**src/rtl/if_prefetch_queue.sv**
```systemverilog
// if_prefetch_queue: instruction prefetch queue between instruction memory and IF/ID.
// Keeps at most one fetch outstanding and buffers up to DEPTH returned
// instructions tagged with their fetch address. Redirect flushes the queue and
// marks any in-flight fetch stale so that its response is dropped.
// Optional feature macro: PREFETCH_BYPASS_EN (same-cycle response forwarding
// when the queue is empty).
module if_prefetch_queue #(
    parameter int unsigned DEPTH    = 4,
    parameter logic [63:0] RESET_PC = 64'h0
) (
    input  logic                     clk,
    input  logic                     rst,
    output logic                     imem_req,
    output logic [63:0]              imem_adr,
    input  logic                     imem_valid,
    input  logic [31:0]              imem_data,
    input  logic                     redirect,
    input  logic [63:0]              redirect_pc,
    input  logic                     hold,
    output logic                     out_valid,
    output logic [31:0]              instr_out,
    output logic [63:0]              pc_out,
    output logic [$clog2(DEPTH):0]   count
);

    localparam int unsigned AW      = $clog2(DEPTH);
    localparam int unsigned CW      = $clog2(DEPTH) + 1;
    localparam logic [31:0] NOP     = 32'h0000_0013;
    localparam logic [CW:0] DEPTH_W = (CW + 1)'(DEPTH);

    logic [63:0]   fetch_pc_q, fetch_pc_d;
    logic [63:0]   req_adr_q,  req_adr_d;
    logic          pending_q,  pending_d;
    logic          stale_q,    stale_d;
    logic [AW-1:0] rd_ptr_q,   rd_ptr_d;
    logic [AW-1:0] wr_ptr_q,   wr_ptr_d;
    logic [CW-1:0] count_q,    count_d;
    logic [63:0]   mem_adr_q  [DEPTH];
    logic [63:0]   mem_adr_d  [DEPTH];
    logic [31:0]   mem_data_q [DEPTH];
    logic [31:0]   mem_data_d [DEPTH];

    logic          resp_live;
    logic          head_valid;
    logic          bypass;
    logic          pop;
    logic          q_pop;
    logic          push;
    logic [CW:0]   reserved;

    // A response belongs to us only if a request is pending and not flushed.
    assign resp_live  = imem_valid && pending_q && !stale_q;
    assign head_valid = (count_q != '0);

`ifdef PREFETCH_BYPASS_EN
    assign bypass = resp_live && !head_valid && !redirect && !rst;
`else
    assign bypass = 1'b0;
`endif

    // Head-of-queue (or forwarded response) presented toward IF/ID.
    always_comb begin
        out_valid = 1'b0;
        instr_out = NOP;
        pc_out    = '0;
        if (head_valid) begin
            out_valid = 1'b1;
            instr_out = mem_data_q[rd_ptr_q];
            pc_out    = mem_adr_q[rd_ptr_q];
        end else if (bypass) begin
            out_valid = 1'b1;
            instr_out = imem_data;
            pc_out    = req_adr_q;
        end
    end

    assign pop   = out_valid && !hold;
    assign q_pop = pop && head_valid;
    // A forwarded response that is consumed this cycle never enters the queue.
    assign push  = resp_live && !(bypass && !hold);

    // Slots committed after this cycle: stored entries plus the live in-flight
    // fetch, less the entry leaving now. A new fetch needs one more free slot.
    assign reserved = {1'b0, count_q}
                    + (CW + 1)'(pending_q && !stale_q)
                    - (CW + 1)'(pop);

    // Fetch request issue.
    always_comb begin
        imem_req = !rst && !redirect && (!pending_q || imem_valid)
                   && (reserved < DEPTH_W);
        imem_adr = fetch_pc_q;
    end

    assign count = count_q;

    // Next-state: fetch PC, outstanding-request tracking and queue pointers.
    always_comb begin
        fetch_pc_d = fetch_pc_q;
        req_adr_d  = req_adr_q;
        pending_d  = pending_q;
        stale_d    = stale_q;
        rd_ptr_d   = rd_ptr_q;
        wr_ptr_d   = wr_ptr_q;
        count_d    = count_q;
        mem_adr_d  = mem_adr_q;
        mem_data_d = mem_data_q;

        if (imem_valid && pending_q) begin
            pending_d = 1'b0;
            stale_d   = 1'b0;
        end

        if (redirect) begin
            fetch_pc_d = redirect_pc;
            rd_ptr_d   = '0;
            wr_ptr_d   = '0;
            count_d    = '0;
            // Only a fetch still in flight after this edge needs to be dropped.
            stale_d    = pending_q && !imem_valid;
        end else begin
            if (imem_req) begin
                fetch_pc_d = fetch_pc_q + 64'h4;
                req_adr_d  = fetch_pc_q;
                pending_d  = 1'b1;
            end
            if (push) begin
                mem_adr_d[wr_ptr_q]  = req_adr_q;
                mem_data_d[wr_ptr_q] = imem_data;
                wr_ptr_d             = wr_ptr_q + AW'(1);
            end
            if (q_pop) begin
                rd_ptr_d = rd_ptr_q + AW'(1);
            end
            count_d = count_q + CW'(push) - CW'(q_pop);
        end
    end

    // Control state register with synchronous reset.
    always_ff @(posedge clk) begin
        if (rst) begin
            fetch_pc_q <= RESET_PC;
            req_adr_q  <= '0;
            pending_q  <= 1'b0;
            stale_q    <= 1'b0;
            rd_ptr_q   <= '0;
            wr_ptr_q   <= '0;
            count_q    <= '0;
        end else begin
            fetch_pc_q <= fetch_pc_d;
            req_adr_q  <= req_adr_d;
            pending_q  <= pending_d;
            stale_q    <= stale_d;
            rd_ptr_q   <= rd_ptr_d;
            wr_ptr_q   <= wr_ptr_d;
            count_q    <= count_d;
        end
    end

    // Queue storage; contents are qualified by count, so no reset is needed.
    always_ff @(posedge clk) begin
        mem_adr_q  <= mem_adr_d;
        mem_data_q <= mem_data_d;
    end

endmodule
```
**config.mk**
```make
export PLATFORM = sky130hd
export DESIGN_NAME = if_prefetch_queue
export DESIGN_NICKNAME = d
export VERILOG_FILES = /design/src/rtl/if_prefetch_queue.sv
export SDC_FILE = /design/constraint.sdc
export NUM_CORES = 1
export LEC_CHECK = 0
export BUFFER_PORTS_ARGS = -buffer_cell sky130_fd_sc_hd__buf_2
export CAP_MARGIN = 20
export CELL_PAD_IN_SITES_DETAIL_PLACEMENT = 1
export CELL_PAD_IN_SITES_GLOBAL_PLACEMENT = 2
export CORE_MARGIN = 3
export CORE_UTILIZATION = 30
export DETAILED_ROUTE_END_ITERATION = 8
export PLACE_DENSITY = 0.72
export SYNTH_ARGS = -nofsm -noshare
export SYNTH_HDL_FRONTEND = slang
export SYNTH_SLANG_ARGS = --single-unit
```
**constraint.sdc**
```tcl
create_clock -name clk -period 6.9 [get_ports clk]
set_clock_uncertainty 0.15 [all_clocks]
set_input_delay 0.69 -clock clk [delete_from_list [all_inputs] [get_ports clk]]
set_output_delay 0.69 -clock clk [all_outputs]
set_load 0.05 [all_outputs]
```
==> results by group <==
Global routing
  • Vias in the first global route: 13970
  • Initial antenna violation count: 3
  • Congestion Overflow GR: 0
  • First-pass GRT wire length: 90180 µm
  • All-Layer GR Usage: 0.1636
  • Largest net degree at the start of global routing: 66

STA
  • Endpoints failing hold: 0
  • Setup tns final: 0 ns
  • Fmax: 0.1736 GHz
  • Final setup fails: 0
  • Worst slew pin tran: 0.9638 ns
  • Slew Viols, Final: 0
  • Minimum clock period: 5.760 ns
  • RSZ-0062 raised after global routing: no
  • Max-slew headroom: 0.3575
  • Final Cycle Share: 0.8348

Clock network
  • Hold_buf cts: 0
  • Number of gates resized after cts: 0
  • CTS max path bufs: 3
  • Htree depth: 2
  • TritonCTS clock tree: yes
  • Post-CTS setup buffer count: 0
  • CTS root buf: clkbuf_16
  • TritonCTS buffer count: 55
  • Clock transition at path regs: 0.06 ns
  • Num Clock Sinks: 521
  • Clk Latency, worst-skew pair: 0.61 ns

Cells and area
  • Nets: 1778
  • Synth-to-Final Area Change: 19.46%
  • Proportion of layout cells with a drive suffix above 1: 0.2791
  • Final non-filler cell area: 24910 µm²

Min path
  • Worst hold path type: input pin to register

Synthesis
  • Commonest cells post-synth: edfxtp_1 (384), nand2_1 (171), dfxtp_1 (137), and2_1 (102), mux4_2 (96)
  • Yosys Warn Count: 0
  • Mapped Area: 20850 µm²
  • Cells after synthesis: 1412
  • Most used DFF post-synth: edfxtp_1
  • Flops & latches, synth: 521
  • Synthesized Nets: 1524
  • Sequential share of the synthesized area: 0.6845
  • Post-synth top area cell: edfxtp_1
  • Async set-or-reset flop fraction in the synthesized netlist: 0
  • Mapped Avg Cell Area: 14.77 µm²
  • Top cells by area, synth: edfxtp_1 (55%), dfxtp_1 (13%), mux4_2 (10%)
  • Area share of the leading cell type in the synthesized netlist: 0.5529
  • Synth unique cells: 48
  • Most frequent cell after synthesis: edfxtp_1
  • Post-synth EDFFs: 384

Critical path
  • Reg2reg path depth: 12
  • Setup crit start: count[1]$_SDFF_PP0_
  • CP Capture Point: imem_req
  • Critical Path Source Type: register
  • WP data arrival: 4.92 ns
  • Worst r2r src: count[1]$_SDFF_PP0_
  • Worst R2R End: imem_adr[39]$_SDFFE_PP0P_
  • Crit-path max FO: 37
  • Worst Setup Path Type: register to output port
  • Crit path required time: 6.06 ns
  • R2r setup slk: 1.92 ns
  • Crit end category: output port

Power
  • PwrDens: 282.7 nW/µm²
  • VDD IR max: 0.1656 mV
  • Leak Pwr: 8.719 nW

Floorplanning
  • # IOs: 266
  • Core area: 68710 µm²
  • Effective utilization at floorplan: 0.3035
  • FP Rows: 96
  • Die area: 72710 µm²
  • Die H: 269.7 µm
  • Die width: 269.7 µm

Route
  • Vias: 12960
  • DR DRC count: 0
  • Vias per cell: 4.907
  • Wire per inst: 22.74 µm
  • TritonRoute pass-1 iters: 5
  • Initial drt markers: 830
  • DRT antenna net count: 0
  • WL final: 60080 µm

Placed design
  • Routability congestion estimate: 0.7583
  • I/O Buffers: 265
  • Area after DPL: 23190 µm²
  • Hpwl dp: 38620 µm

Status
  • Status: finished clean

Job
  • MaxCap Viol Count: 0
## how the worst min path moves through the flow
stage | slack [ns] | endpoint | from | cells after the start
6_report | 0.15 | mem_data_q[9]$_DFFE_PP_ | imem_data[9] | 1
5_1_grt | 0.13 | mem_data_q[10]$_DFFE_PP_ | imem_data[10] | 1
4_1_cts | 0.11 | mem_data_q[9]$_DFFE_PP_ | imem_data[9] | 1
3_5_place_dp | 0.34 | req_adr_q[60]$_SDFFE_PP0P_ | req_adr_q[60]$_SDFFE_PP0P_ | 2
3_3_place_gp | 0.32 | mem_adr_q[20]$_DFFE_PP_ | req_adr_q[20]$_SDFFE_PP0P_ | 0
2_1_floorplan | 0.31 | mem_adr_q[0]$_DFFE_PP_ | req_adr_q[0]$_SDFFE_PP0P_ | 0
## power by group
part	internal (mW)	total [mW]	leakage, nW	switching (mW)
Combinational	0.173	0.679	3.04	0.506
Sequential	3.41	3.50	4.84	0.0901
Clock	1.66	2.86	0.844	1.21
## cells in the final DEF (no fill, tap or decap), types with 14 or more instances in the layout
cell | Yosys | layout
dfxtp_1 | 137 | 135
a21oi_1 | 75 | 75
edfxtp_1 | 384 | 384
nand2_1 | 171 | 170
xnor2_1 | 24 | 24
nor2_1 | 70 | 70
nor4_1 | 14 | 14
buf_4 | 0 | 18
buf_2 | 2 | 264
nand3_1 | 24 | 24
a211oi_1 | 41 | 41
nand4_1 | 20 | 20
and2_1 | 102 | 98
mux4_2 | 96 | 96
nor3_1 | 14 | 14
xor2_1 | 26 | 26
clkbuf_16 | 0 | 55
## kinds of logic (layout without fill, tap and decap cells)
kind of cell,Yosys count,in the layout,share of synthesized area
flip-flops,521,521,0.6845
AND/OR/NAND/NOR,473,473,0.1160
AO/OA/AOI/OAI,152,152,0.04560
multiplexers,104,104,0.1077
buffers and inverters,101,398,0.01830
XOR/XNOR,50,50,0.02100
adder cells (fa/ha/maj),11,11,0.006960
other,0,2,0
## stage by stage
step                      hold slack, ns  setup WS [ns]  utilization  cells  power, mW
after floorplan                   0.3100          2.994            -   1412      3.999
after global placement            0.3205          1.714       0.3376   2540      4.247
after detailed placement          0.3428          1.679       0.3376   2540      4.260
after CTS                         0.1140          1.003       0.3625   2640      7.140
after global routing              0.1306         0.7311       0.3625   2640      7.314
final                             0.1500          1.140       0.3626   2642      7.043
## worst max-delay path, stage by stage, from the launching register on
cell and delay (ns):
dfxtp_1 0.36, nor3_1 0.56, nor2_1 0.12, ha_1 0.22
inv_1 0.05, ha_1 0.22, a31oi_1 0.45, mux2_2 0.72
nand2_4 0.38, inv_2 0.73, buf_2 0.41
## metal layers
metal  up-vias  wire length [µm]  track usage
met5         -                 0            0
met4         0              1072      0.04096
met3        64              3051      0.02981
met2       312             29280       0.2782
met1      6740             26680       0.2166
li1       5848                 -            -
## sequential cells by signal, indices dropped and copies added, names as in the netlist
| name | cells |
|---|---|
| count | 3 |
| imem_adr | 64 |
| mem_adr_q | 256 |
| mem_data_q | 128 |
| pending_q | 1 |
| rd_ptr_q | 2 |
| req_adr_q | 64 |
| stale_q | 1 |
| wr_ptr_q | 2 |
## cell type report
type	instances	area (µm²)
Antenna cell	2	5.005
Inverter	16	62.56
Clock buffer	69	1439
Timing Repair Buffer	282	1456
Sequential cell	521	14280
Clock inverter	31	275.3
Multi-Input combinational cell	790	6228
Fill cell	7243	43790
Tap cell	931	1165
No activity file was read; power rests on OpenSTA's default activity.
